## config.mk

```make
export PLATFORM = sky130hd
export DESIGN_NAME = cdb_result_arbiter_flat
export DESIGN_NICKNAME = d
export VERILOG_FILES = /design/src/rtl/cdb_result_arbiter_if.sv /design/src/rtl/cdb_result_arbiter.sv /design/src/flat_wrapper.sv
export SDC_FILE = /design/constraint.sdc
export NUM_CORES = 1
export LEC_CHECK = 0
export BUFFER_PORTS_ARGS = -buffer_cell sky130_fd_sc_hd__clkbuf_2
export CELL_PAD_IN_SITES_DETAIL_PLACEMENT = 2
export CELL_PAD_IN_SITES_GLOBAL_PLACEMENT = 2
export CORE_ASPECT_RATIO = 2
export CORE_MARGIN = 2
export CORE_UTILIZATION = 21
export CTS_CLUSTER_DIAMETER = 150
export CTS_CLUSTER_SIZE = 28
export DETAILED_ROUTE_END_ITERATION = 12
export GPL_TIMING_DRIVEN = 0
export PLACE_DENSITY = 0.77
export SLEW_MARGIN = 20
export SYNTH_ARGS = -nofsm -noshare
export SYNTH_HDL_FRONTEND = slang
export SYNTH_SLANG_ARGS = --single-unit
export TNS_END_PERCENT = 20
```

## constraint.sdc

```tcl
create_clock -name clk -period 2.45 [get_ports clk]
set_clock_uncertainty 0.05 [all_clocks]
set_input_delay 0.49 -clock clk [delete_from_list [all_inputs] [get_ports clk]]
set_output_delay 0.49 -clock clk [all_outputs]
set_load 0.03 [all_outputs]
```

## src/rtl/cdb_result_arbiter_if.sv

```systemverilog
// rtl/cdb_result_arbiter_if.sv - producer, mux, CDB and statistics signals of the CDB result arbiter
interface cdb_result_arbiter_if #(
  parameter int WIDTH = 65,
  parameter int CNT_W = 16
);
  logic             flush;
  logic             req0_valid;
  logic [WIDTH-1:0] req0_data;
  logic             req0_ready;
  logic             req1_valid;
  logic [WIDTH-1:0] req1_data;
  logic             req1_ready;
  logic             mux_select;
  logic             mux_inv_select;
  logic [WIDTH-1:0] mux_out;
  logic             cdb_valid;
  logic [WIDTH-1:0] cdb_data;
  logic             cdb_ready;
  logic [CNT_W-1:0] grant0_cnt;
  logic [CNT_W-1:0] grant1_cnt;
  logic [CNT_W-1:0] conflict_cnt;

  modport slave (
    input  flush, req0_valid, req0_data, req1_valid, req1_data, mux_out, cdb_ready,
    output req0_ready, req1_ready, mux_select, mux_inv_select,
    output cdb_valid, cdb_data, grant0_cnt, grant1_cnt, conflict_cnt
  );

  modport master (
    output flush, req0_valid, req0_data, req1_valid, req1_data, mux_out, cdb_ready,
    input  req0_ready, req1_ready, mux_select, mux_inv_select,
    input  cdb_valid, cdb_data, grant0_cnt, grant1_cnt, conflict_cnt
  );
endinterface

```

## src/rtl/cdb_result_arbiter.sv

```systemverilog
// rtl/cdb_result_arbiter.sv - round-robin two-source arbiter driving the result mux and the CDB register
module cdb_result_arbiter #(
  parameter int WIDTH = 65,
  parameter int CNT_W = 16
) (
  input  logic               clk,
  input  logic               reset_n,
  cdb_result_arbiter_if.slave bus
);
  localparam logic [CNT_W-1:0] CNT_MAX = '1;

  logic             cdb_valid_q;
  logic [WIDTH-1:0] cdb_data_q;
  logic             last_grant_q;
  logic [CNT_W-1:0] grant0_q;
  logic [CNT_W-1:0] grant1_q;
  logic [CNT_W-1:0] conflict_q;

  logic both_valid;
  logic any_valid;
  logic grant;
  logic can_load;
  logic xfer;

  function automatic logic [CNT_W-1:0] sat_inc(input logic [CNT_W-1:0] v);
    return (v == CNT_MAX) ? v : v + 1'b1;
  endfunction

  always_comb begin
    both_valid = bus.req0_valid & bus.req1_valid;
    any_valid  = bus.req0_valid | bus.req1_valid;
    // With no requester the previous grant is kept so the mux select does not toggle.
    if (both_valid)
      grant = ~last_grant_q;
    else if (bus.req0_valid)
      grant = 1'b0;
    else if (bus.req1_valid)
      grant = 1'b1;
    else
      grant = last_grant_q;
    // Reset is folded in so no producer sees a handshake while the register is being cleared.
    can_load = reset_n & ~bus.flush & (~cdb_valid_q | bus.cdb_ready);
    xfer     = can_load & any_valid;
  end

  assign bus.mux_select     = grant;
  assign bus.mux_inv_select = ~grant;
  assign bus.req0_ready     = can_load & bus.req0_valid & ~grant;
  assign bus.req1_ready     = can_load & bus.req1_valid & grant;
  assign bus.cdb_valid      = cdb_valid_q;
  assign bus.cdb_data       = cdb_data_q;
  assign bus.grant0_cnt     = grant0_q;
  assign bus.grant1_cnt     = grant1_q;
  assign bus.conflict_cnt   = conflict_q;

  always_ff @(posedge clk) begin
    if (!reset_n) begin
      cdb_valid_q  <= 1'b0;
      cdb_data_q   <= '0;
      last_grant_q <= 1'b1;
      grant0_q     <= '0;
      grant1_q     <= '0;
      conflict_q   <= '0;
    end else if (xfer) begin
      cdb_valid_q  <= 1'b1;
      cdb_data_q   <= bus.mux_out;
      last_grant_q <= grant;
      if (grant)
        grant1_q <= sat_inc(grant1_q);
      else
        grant0_q <= sat_inc(grant0_q);
      if (both_valid)
        conflict_q <= sat_inc(conflict_q);
    end else if (cdb_valid_q && (bus.flush || bus.cdb_ready)) begin
      cdb_valid_q <= 1'b0;
    end
  end
endmodule
```

## src/flat_wrapper.sv

```systemverilog
// flat-port wrapper written by rule: the top's interface ports become plain ports
module cdb_result_arbiter_flat 
#(
  parameter int WIDTH = 65,
  parameter int CNT_W = 16
)
  (clk, reset_n, bus_flush, bus_req0_valid, bus_req0_data, bus_req1_valid, bus_req1_data, bus_mux_out, bus_cdb_ready, bus_req0_ready, bus_req1_ready, bus_mux_select, bus_mux_inv_select, bus_cdb_valid, bus_cdb_data, bus_grant0_cnt, bus_grant1_cnt, bus_conflict_cnt);
  cdb_result_arbiter_if #(.WIDTH(WIDTH), .CNT_W(CNT_W)) bus_i ();
  input  logic clk;
  input  logic reset_n;
  input wire logic [$bits(bus_i.flush)-1:0] bus_flush;
  input wire logic [$bits(bus_i.req0_valid)-1:0] bus_req0_valid;
  input wire logic [$bits(bus_i.req0_data)-1:0] bus_req0_data;
  input wire logic [$bits(bus_i.req1_valid)-1:0] bus_req1_valid;
  input wire logic [$bits(bus_i.req1_data)-1:0] bus_req1_data;
  input wire logic [$bits(bus_i.mux_out)-1:0] bus_mux_out;
  input wire logic [$bits(bus_i.cdb_ready)-1:0] bus_cdb_ready;
  output wire logic [$bits(bus_i.req0_ready)-1:0] bus_req0_ready;
  output wire logic [$bits(bus_i.req1_ready)-1:0] bus_req1_ready;
  output wire logic [$bits(bus_i.mux_select)-1:0] bus_mux_select;
  output wire logic [$bits(bus_i.mux_inv_select)-1:0] bus_mux_inv_select;
  output wire logic [$bits(bus_i.cdb_valid)-1:0] bus_cdb_valid;
  output wire logic [$bits(bus_i.cdb_data)-1:0] bus_cdb_data;
  output wire logic [$bits(bus_i.grant0_cnt)-1:0] bus_grant0_cnt;
  output wire logic [$bits(bus_i.grant1_cnt)-1:0] bus_grant1_cnt;
  output wire logic [$bits(bus_i.conflict_cnt)-1:0] bus_conflict_cnt;
  assign bus_i.flush = bus_flush;
  assign bus_i.req0_valid = bus_req0_valid;
  assign bus_i.req0_data = bus_req0_data;
  assign bus_i.req1_valid = bus_req1_valid;
  assign bus_i.req1_data = bus_req1_data;
  assign bus_i.mux_out = bus_mux_out;
  assign bus_i.cdb_ready = bus_cdb_ready;
  assign bus_req0_ready = bus_i.req0_ready;
  assign bus_req1_ready = bus_i.req1_ready;
  assign bus_mux_select = bus_i.mux_select;
  assign bus_mux_inv_select = bus_i.mux_inv_select;
  assign bus_cdb_valid = bus_i.cdb_valid;
  assign bus_cdb_data = bus_i.cdb_data;
  assign bus_grant0_cnt = bus_i.grant0_cnt;
  assign bus_grant1_cnt = bus_i.grant1_cnt;
  assign bus_conflict_cnt = bus_i.conflict_cnt;
  cdb_result_arbiter #(.WIDTH(WIDTH), .CNT_W(CNT_W)) u_core (.clk(clk), .reset_n(reset_n), .bus(bus_i));
endmodule
```

# Word-level counts from Yosys, hierarchy flattened
# Index checks and enable logic that the tools add are counted.
word_totals:
  ff_bits: 115
  inputBits: 201
  out_inout_bits: 118
  word_cells: 40
op_classes:
  n_addsub: 3
  eq_ne: 3
  n_mux: 5
  n_bitwise: 17
  n_reduce_logical: 6
op_table:
  columns: ["operator", "n"]
  rows:
  - ["adder 16 x 1 -> 16 bit (second input constant)", 3]
  - ["equality test 16 bit (second input constant)", 3]
  - ["AND reduction 3 bit", 3]
  - ["AND 1 bit", 8]
  - ["inverter 1 bit", 7]
  - ["two-way mux 1 bit", 5]
  - ["OR 1 bit", 2]
  - ["nonzero test 2 bit", 1]
  - ["logical AND 1 bit", 1]
  - ["logical OR 1 bit", 1]

# Logic depth before layout (Yosys ltp)
# Gate-level depths: netlist (run 1).
depth:
  word_depth: 5
  depth_mapped: 7
  depth_no_buf: 6

# Worst setup path before layout (run 1)
# OpenSTA, ideal clock, no wires.
synth_timing:
  kind: "in2reg"
  from: "input port bus_flush"
  to: "register u_core.conflict_q[13], in the netlist u_core.bus.conflict_cnt[13]"
  setup_time_ns: 0.074
  arrival_ns: 2.008
  required_time_ns: 2.326
  setup_slack_ns: 0.318
  cell_stages: 6
  path_buffers: 1
  path_cell_list: "nand2b_1 or3_1 buf_2 or4_4 nor3_2 mux2i_1"
synth_between:
  elab_chain_len: 5
synth_lines:
  columns: ["item", "line", "text"]
  rows:
  - ["start, declared", "flat_wrapper.sv:11", "input wire logic [$bits(bus_i.flush)-1:0] bus_flush;"]
  - ["inverter 1 bit", "cdb_result_arbiter.sv:42", "can_load = reset_n & ~bus.flush & (~cdb_valid_q | bus.cdb_ready);"]
  - ["AND 1 bit (2 in a row)", "cdb_result_arbiter.sv:42", null]
  - ["AND 1 bit", "cdb_result_arbiter.sv:43", "xfer = can_load & any_valid;"]
  - ["AND reduction 3 bit (no line)", null, null]
  - ["end signal, assigned", "cdb_result_arbiter.sv:73", "conflict_q <= sat_inc(conflict_q);"]
  - ["end, declared", "cdb_result_arbiter.sv:17", "logic [CNT_W-1:0] conflict_q;"]
# No other way between the ends.
# A chain may end at the register's enable or synchronous reset.

# Worst setup path after layout (run 1)
layout_timing:
  from: "register u_core.cdb_valid_q, in the netlist u_core.bus.cdb_valid"
  to: "output port bus_req1_ready"
layout_between:
  elab_chain_len: 5
layout_lines:
  columns: ["item", "line", "text"]
  rows:
  - ["start, declared", "cdb_result_arbiter.sv:12", "logic cdb_valid_q;"]
  - ["start signal, assigned", "cdb_result_arbiter.sv:58", "cdb_valid_q <= 1'b0;"]
  - ["start signal, assigned", "cdb_result_arbiter.sv:65", "cdb_valid_q <= 1'b1;"]
  - ["start signal, assigned", "cdb_result_arbiter.sv:75", "cdb_valid_q <= 1'b0;"]
  - ["inverter 1 bit", "cdb_result_arbiter.sv:42", null]
  - ["OR 1 bit", "cdb_result_arbiter.sv:42", null]
  - ["AND 1 bit", "cdb_result_arbiter.sv:42", null]
  - ["AND 1 bit (2 in a row)", "cdb_result_arbiter.sv:49", "assign bus.req1_ready = can_load & bus.req1_valid & grant;"]
  - ["end, declared", "flat_wrapper.sv:19", "output wire logic [$bits(bus_i.req1_ready)-1:0] bus_req1_ready;"]
# No other way between the ends.

==> results.cfg, run 1 <==
[place]
numPortBuffers = 188
place.gp.congestion = 0.737
placedCellCount = 1029
dp_hpwl_um = 14200
dpl_cell_area_um2 = 5890

[cells_and_area]
fin_nets = 979
synthToLayoutAreaGrowth_pct = 40.0
drive_gt1_share_pct = 28.5
fin_area_um2 = 6450
stdcell_count = 1059
diodes = 0

[synth]
ys_warn_count = 0
avgSynthCellArea_um2 = 8.12
synthTopCellsByCount = nand2_1, dfxtp_1, a21oi_1
ys_ff_latch = 115
ys.flop_type = dfxtp_1
yosysTopAreaCell = dfxtp_1
synth_cell_type_count = 41
synth.area.top_cells = dfxtp_1, nand2_1, a21oi_1, xnor2_1, nor2_1
synthArstFlopShare_pct = 0
syn_nets = 772
ys_seq_area_share_pct = 49.9
syn_inst = 568
synth_top_area_share_pct = 49.9
syn_area_um2 = 4610
synth_edf_count = 0
yosysMostFrequentCell = nand2_1

[worst_setup_path]
max_stage_delay_ns = 0.38
path_buf_inv = 2
cp_top_family = buffers and inverters
cp-start-kind = flip-flop
critPathKind = reg -> out
r2r_cells = 7
cp.arrival_ns = 1.84
crit_chain = nand2b_1 > nand4_1 > inv_1 > clkbuf_2
rr_endpoint = u_core.bus.cdb_data[56]
crit_slowest_cell = nand4_1
rrSetupSlack_ns = 0.29
cp.required_ns = 1.91
end_kind = output port
critPathMaxFanout = 8
r2r_start = u_core.bus.cdb_valid

[sta]
fin_crit_ns = 2.38
fmax_ghz = 0.420
report.final.slew_viol_count = 0
finalCritPeriodShare_pct = 97.2
hold_violations = 0
relSlewSlack_pct = 50.8
rsz0062_at_grt = true
finalSetupViolCount = 0
tightestPinTransition_ns = 0.738

[die]
die_w_um = 109
rows = 76
die_y_um = 214
die_area_um2 = 23200
boundaryPins = 319
start_util_pct = 21.4
core_area_um2 = 21600

[grt]
track_usage_pct = 15.9
grt_max_degree = 17
grt_pass1_wl_um = 27900
grt_overflow = 0
grt_pass1_vias = 5167
antenna_found_initial = 0

[clocking]
clock_path_buffers = 2
cts_buffers = 17
cts.hold.buffers_added = 0
post_cts_buffers = 0
clkLatencyLatePin_ns = 0.41
clock-sinks = 115
cts-root-buf = clkbuf_16
htree_levels = 4
path_clk_slew_ns = 0.05
cts_tree = built

[route]
post_drt_via_cell_ratio = 4.64
wl_per_cell_um = 17.1
drt_iter0_markers = 126
vias = 4917
wl_um = 18100
drc = 0
ant_nets = 0
drtPass1Iterations = 4

[job]
cap_violations = 0

[hold_path]
hold_end = u_core.bus.cdb_data[45]
whs_path_depth = 3
min_from = bus_mux_out[45]
hold_path.class = in -> reg

[outcome]
status = complete, no violations

[pwr]
p_per_area_nw_per_um2 = 740
peakVddDrop_uv = 307
p_leak_nw = 2.63
-- cell families (layout without fill, tap and decap cells) --
logic type,Yosys count,count (layout),synth area share (%)
flops,115,115,49.9
compound gates,107,107,13.4
simple gates,275,275,26.9
fa+ha+maj,3,3,0.814
buf+inv,39,257,3.23
xor+xnor,21,21,3.99
mux,8,8,1.74
-- layout make-up --
class,count,area [µm²]
inverters,11,41.3
flip-flops and latches,115,2300
clock buffers,24,472
repair buffers,188,941
multi-input cells,414,2170
well taps,273,342
plain buffers,28,110
fillers,2564,15100
clock inverters,6,80.1
-- registers in the layout (all words and copies together) (netlist names) --
signal / flops
u_core.bus.cdb_data: 65
u_core.bus.conflict_cnt: 16
u_core.bus.grant0_cnt: 16
u_core.bus.grant1_cnt: 16
u_core.bus.cdb_valid: 1
u_core.last_grant_q: 1
-- worst reg2reg max path: stages (launching register included) --
cell and delay [ns]:
dfxtp_1 0.36, nor2b_1 0.22, nor2_1 0.12, o21ai_1 0.24, clkbuf_2 0.33, clkbuf_1 0.48, nand2_1 0.13, a21oi_1 0.15
-- through the flow --
step	utilization, %	hold WS [ns]	setup slack [ns]	TNS [ns]	total power, mW
final	29.9	0.250	0.0692	0	4.77
after global routing	29.9	0.245	-0.0389	-0.0389	4.99
after CTS	29.9	0.231	0.0164	0	4.87
after detailed placement	27.3	0.400	-0.188	-4.68	2.42
after global placement	27.3	0.391	-0.156	-2.94	2.41
after floorplan	-	0.424	0.318	0	2.23
-- layer usage --
layer,GRT usage (%),vias to the layer above,routed length (µm)
li1,-,2373,-
met1,15.2,2416,6380
met2,32.5,110,10800
met3,2.55,18,643
met4,6.19,0,329
met5,0,-,0
-- repair_timing --
action,CTS,global route
pin swaps,0,0
resized for setup,1,4
endpoints found under the setup margin,1,33
-- placed cells by master, fill, tap and decap left out, types with 6 or more instances in the layout --
cell       synthesis  layout
nand4_1           17      17
o21ai_0            8       8
nand2_1          165     165
and4_1             8       8
nor4_1            11      11
clkbuf_2           0     190
nor2_1            30      30
dfxtp_1          115     115
a21oi_1           74      74
xnor2_1           15      15
nor3_1             9       9
mux2i_1            8       8
clkbuf_16          0      17
clkbuf_1          22      25
inv_1             10      10
xor2_1             6       6
nand3_1           12      12
-- worst max-delay path by stage --
stage | endpoint | depth (start not counted) | startpoint
finish | bus_req1_ready | 4 | u_core.bus.cdb_valid
global route | bus_req1_ready | 4 | u_core.bus.cdb_valid
CTS | bus_req1_ready | 4 | u_core.bus.cdb_valid
detailed placement | u_core.bus.grant0_cnt[13] | 6 | reset_n
global placement | u_core.bus.grant0_cnt[13] | 6 | reset_n
floorplan | u_core.bus.conflict_cnt[13] | 6 | bus_flush
-- power by group --
group	switching, mW	internal, mW	leakage, nW
combinational	0.291	0.123	1.43
clock	0.874	1.53	0.274
sequential	0.0302	1.92	0.933
Note: power is estimated with default switching activity, not from simulation.
==> run 2: changes to the inputs <==
--- a/config.mk
+++ b/config.mk
@@ -5,6 +5,7 @@
 export SDC_FILE = /design/constraint.sdc
 export NUM_CORES = 1
 export LEC_CHECK = 0
+export ABC_AREA = 1
 export BUFFER_PORTS_ARGS = -buffer_cell sky130_fd_sc_hd__clkbuf_2
 export CELL_PAD_IN_SITES_DETAIL_PLACEMENT = 2
 export CELL_PAD_IN_SITES_GLOBAL_PLACEMENT = 2
@@ -15,7 +16,7 @@
 export CTS_CLUSTER_SIZE = 28
 export DETAILED_ROUTE_END_ITERATION = 12
 export GPL_TIMING_DRIVEN = 0
-export PLACE_DENSITY = 0.77
+export PLACE_DENSITY_LB_ADDON = 0.1
 export SLEW_MARGIN = 20
 export SYNTH_ARGS = -nofsm -noshare
 export SYNTH_HDL_FRONTEND = slang
==> run 2 against run 1 <==
  * Die area rose by 13%
  * Area after synthesis rose by 13%
  * Design area rose by 12%
  * Synthesized cell count up 36%
  * Sequential power grew 4%
  * Register-to-register slack better by 0.10 ns
  * Critical endpoint is now bus_req0_ready
==> results.cfg, run 2 <==
[pwr]
peakVddDrop_uv = 284
p_per_area_nw_per_um2 = 731
p_switching_mw = 1.47
power.internal_mw = 3.79
finalPower_mw = 5.26
p_leak_nw = 3.40
combPwrFrac_pct = 11.6
p_seq_share_pct = 38.4
power_frac_clock_pct = 50.0
swShare_pct = 28.0

[synth]
synth_edf_count = 0
synth_cell_type_count = 27
syn_nets = 978
syn_inst = 774
yosysTopAreaCell = dfxtp_1
synthArstFlopShare_pct = 0
avgSynthCellArea_um2 = 6.73
ys_ff_latch = 115
synth_top_area_share_pct = 44.2
ys_seq_area_share_pct = 44.2
synthTopCellsByCount = nor2_1, nand2_1, dfxtp_1
yosysMostFrequentCell = nor2_1
ys_warn_count = 0
synth.area.top_cells = dfxtp_1, nor2_1, nand2_1, o21ai_0, nand3_1
syn_area_um2 = 5210
ys.flop_type = dfxtp_1

[cells_and_area]
final_cell_mix = nor2_1, clkbuf_2, nand2_1
fin_util_pct = 29.5
diodes = 0
multi_input_area_um2 = 2540
synthToLayoutAreaGrowth_pct = 38.2
ff_latch_area_um2 = 2300
largest_reg_flops = 65
nFillCells = 3023
stdcell_count = 1328
drive_gt1_share_pct = 24.9
fin_nets = 1187
final_common_cell = nor2_1
fin_area_um2 = 7200

[clocking]
cts_tree = built
cts_buffers = 17
clock-sinks = 115
path_clk_slew_ns = 0.06
cts-root-buf = clkbuf_16
clock_path_buffers = 2
clkLatencyLatePin_ns = 0.44
htree_levels = 4

[sta]
relSlewSlack_pct = 56.1
finalSetupViolCount = 0
worst_hold_slack_ns = 0.226
tightestPinTransition_ns = 0.658
finalCritPeriodShare_pct = 90.7
hold_violations = 0
fmax_ghz = 0.450
rsz0062_at_grt = false
fin_crit_ns = 2.22
report.final.slew_viol_count = 0

[die]
start_util_pct = 21.3
die_w_um = 115
die_area_um2 = 26200
rows = 81
core_area_um2 = 24400
boundaryPins = 319
die_y_um = 227

[route]
wl_per_cell_um = 16.3
drt_iter0_markers = 122
ant_nets = 0
post_drt_via_cell_ratio = 4.34
vias = 5764
drc = 0
wl_um = 21600
drtPass1Iterations = 4

[grt]
grt_overflow = 0
track_usage_pct = 17.5
grt_pass1_vias = 6279
antenna_found_initial = 0
grt_max_degree = 17
grt_pass1_wl_um = 34100

[worst_setup_path]
critPathMaxFanout = 10
cp.arrival_ns = 1.68
critPathKind = reg -> out
cp.required_ns = 1.91
end_kind = output port
cp-start-kind = flip-flop

[place]
dp_hpwl_um = 17300
place.gp.congestion = 0.752
dpl_cell_area_um2 = 6570
numPortBuffers = 188
placedCellCount = 1294

[outcome]
status = complete, no violations

[job]
cap_violations = 0

[hold_path]
hold_path.class = in -> reg
==> run 2: area by class of cell <==
type	count	share of cell area [%]
Clock buffer	20	6.34
Tap cell	332	5.77
Clock inverter	12	2.16
Multi-Input combinational cell	569	35.3
Inverter	58	3.02
Timing Repair Buffer	190	13.3
Sequential cell	115	32.0
Buffer	32	2.16
==> run 2: what timing repair did <==
item / 4_1_cts / 5_1_grt
buffers inserted: 0 / 2
cloned: 0 / 0
gates resized for setup: 1 / 0
hold buffers: 0 / 0
setup endpoints to repair: 2 / 1
pin swaps: 0 / 1
==> run 2: path summary, 6_finish.rpt <==
kind | to | startpoint | slack (ns) | depth (start not counted)
max | bus_req0_ready | u_core.last_grant_q | 0.23 | 4
min | u_core.bus.cdb_data[52] | bus_mux_out[52] | 0.23 | 3
max reg2reg | u_core.bus.conflict_cnt[6] | u_core.bus.conflict_cnt[1] | 0.39 | 10
min reg2reg | u_core.bus.cdb_data[1] | u_core.bus.cdb_data[1] | 0.46 | 2
==> run 2: per-stage QoR <==
stage                     TNS [ns]  setup slack [ns]
after detailed placement         0             0.127
after CTS                 -0.00358          -0.00358
after global placement           0             0.129
after global routing             0            0.0873
final                            0             0.228
after floorplan                  0            0.0945
==> run 2: cell families (layout without fill, tap and decap cells) <==
| kind of cell | Yosys count | in the layout | synth area share, % |
|---|---|---|---|
| DFF | 115 | 115 | 44.2 |
| xor gates and xnor gates | 14 | 14 | 2.35 |
| adders and majority gates | 3 | 3 | 0.721 |
| buffers and inverters | 90 | 312 | 7.16 |
| AOI/OAI and AO/OA | 101 | 101 | 9.90 |
| and+or+nand+nor | 451 | 451 | 35.7 |
==> run 2: critical path: stages (launching register included) <==
cell and delay, ns:
dfxtp_1 0.34, o21ai_4 0.35, inv_1 0.19, nor2_1 0.15, clkbuf_2 0.21
==> run 2: metal layers <==
layer / up-vias / track usage, % / part of all wire [%]
li1: 2849 / - / -
met1: 2771 / 15.3 / 33
met2: 120 / 36.1 / 61
met3: 24 / 4.41 / 4.2
met4: 0 / 6.84 / 2.2
met5: - / 0 / 0
==> run 2: power groups by stage <==
stage	sequential [mW]	clock, mW	combinational, mW
2_1_floorplan	2.22	0	0.205
3_3_place_gp	2.06	0	0.622
4_1_cts	2.02	2.74	0.632
6_report	2.02	2.63	0.613
3_5_place_dp	2.06	0	0.628
5_1_grt	2.03	2.80	0.680
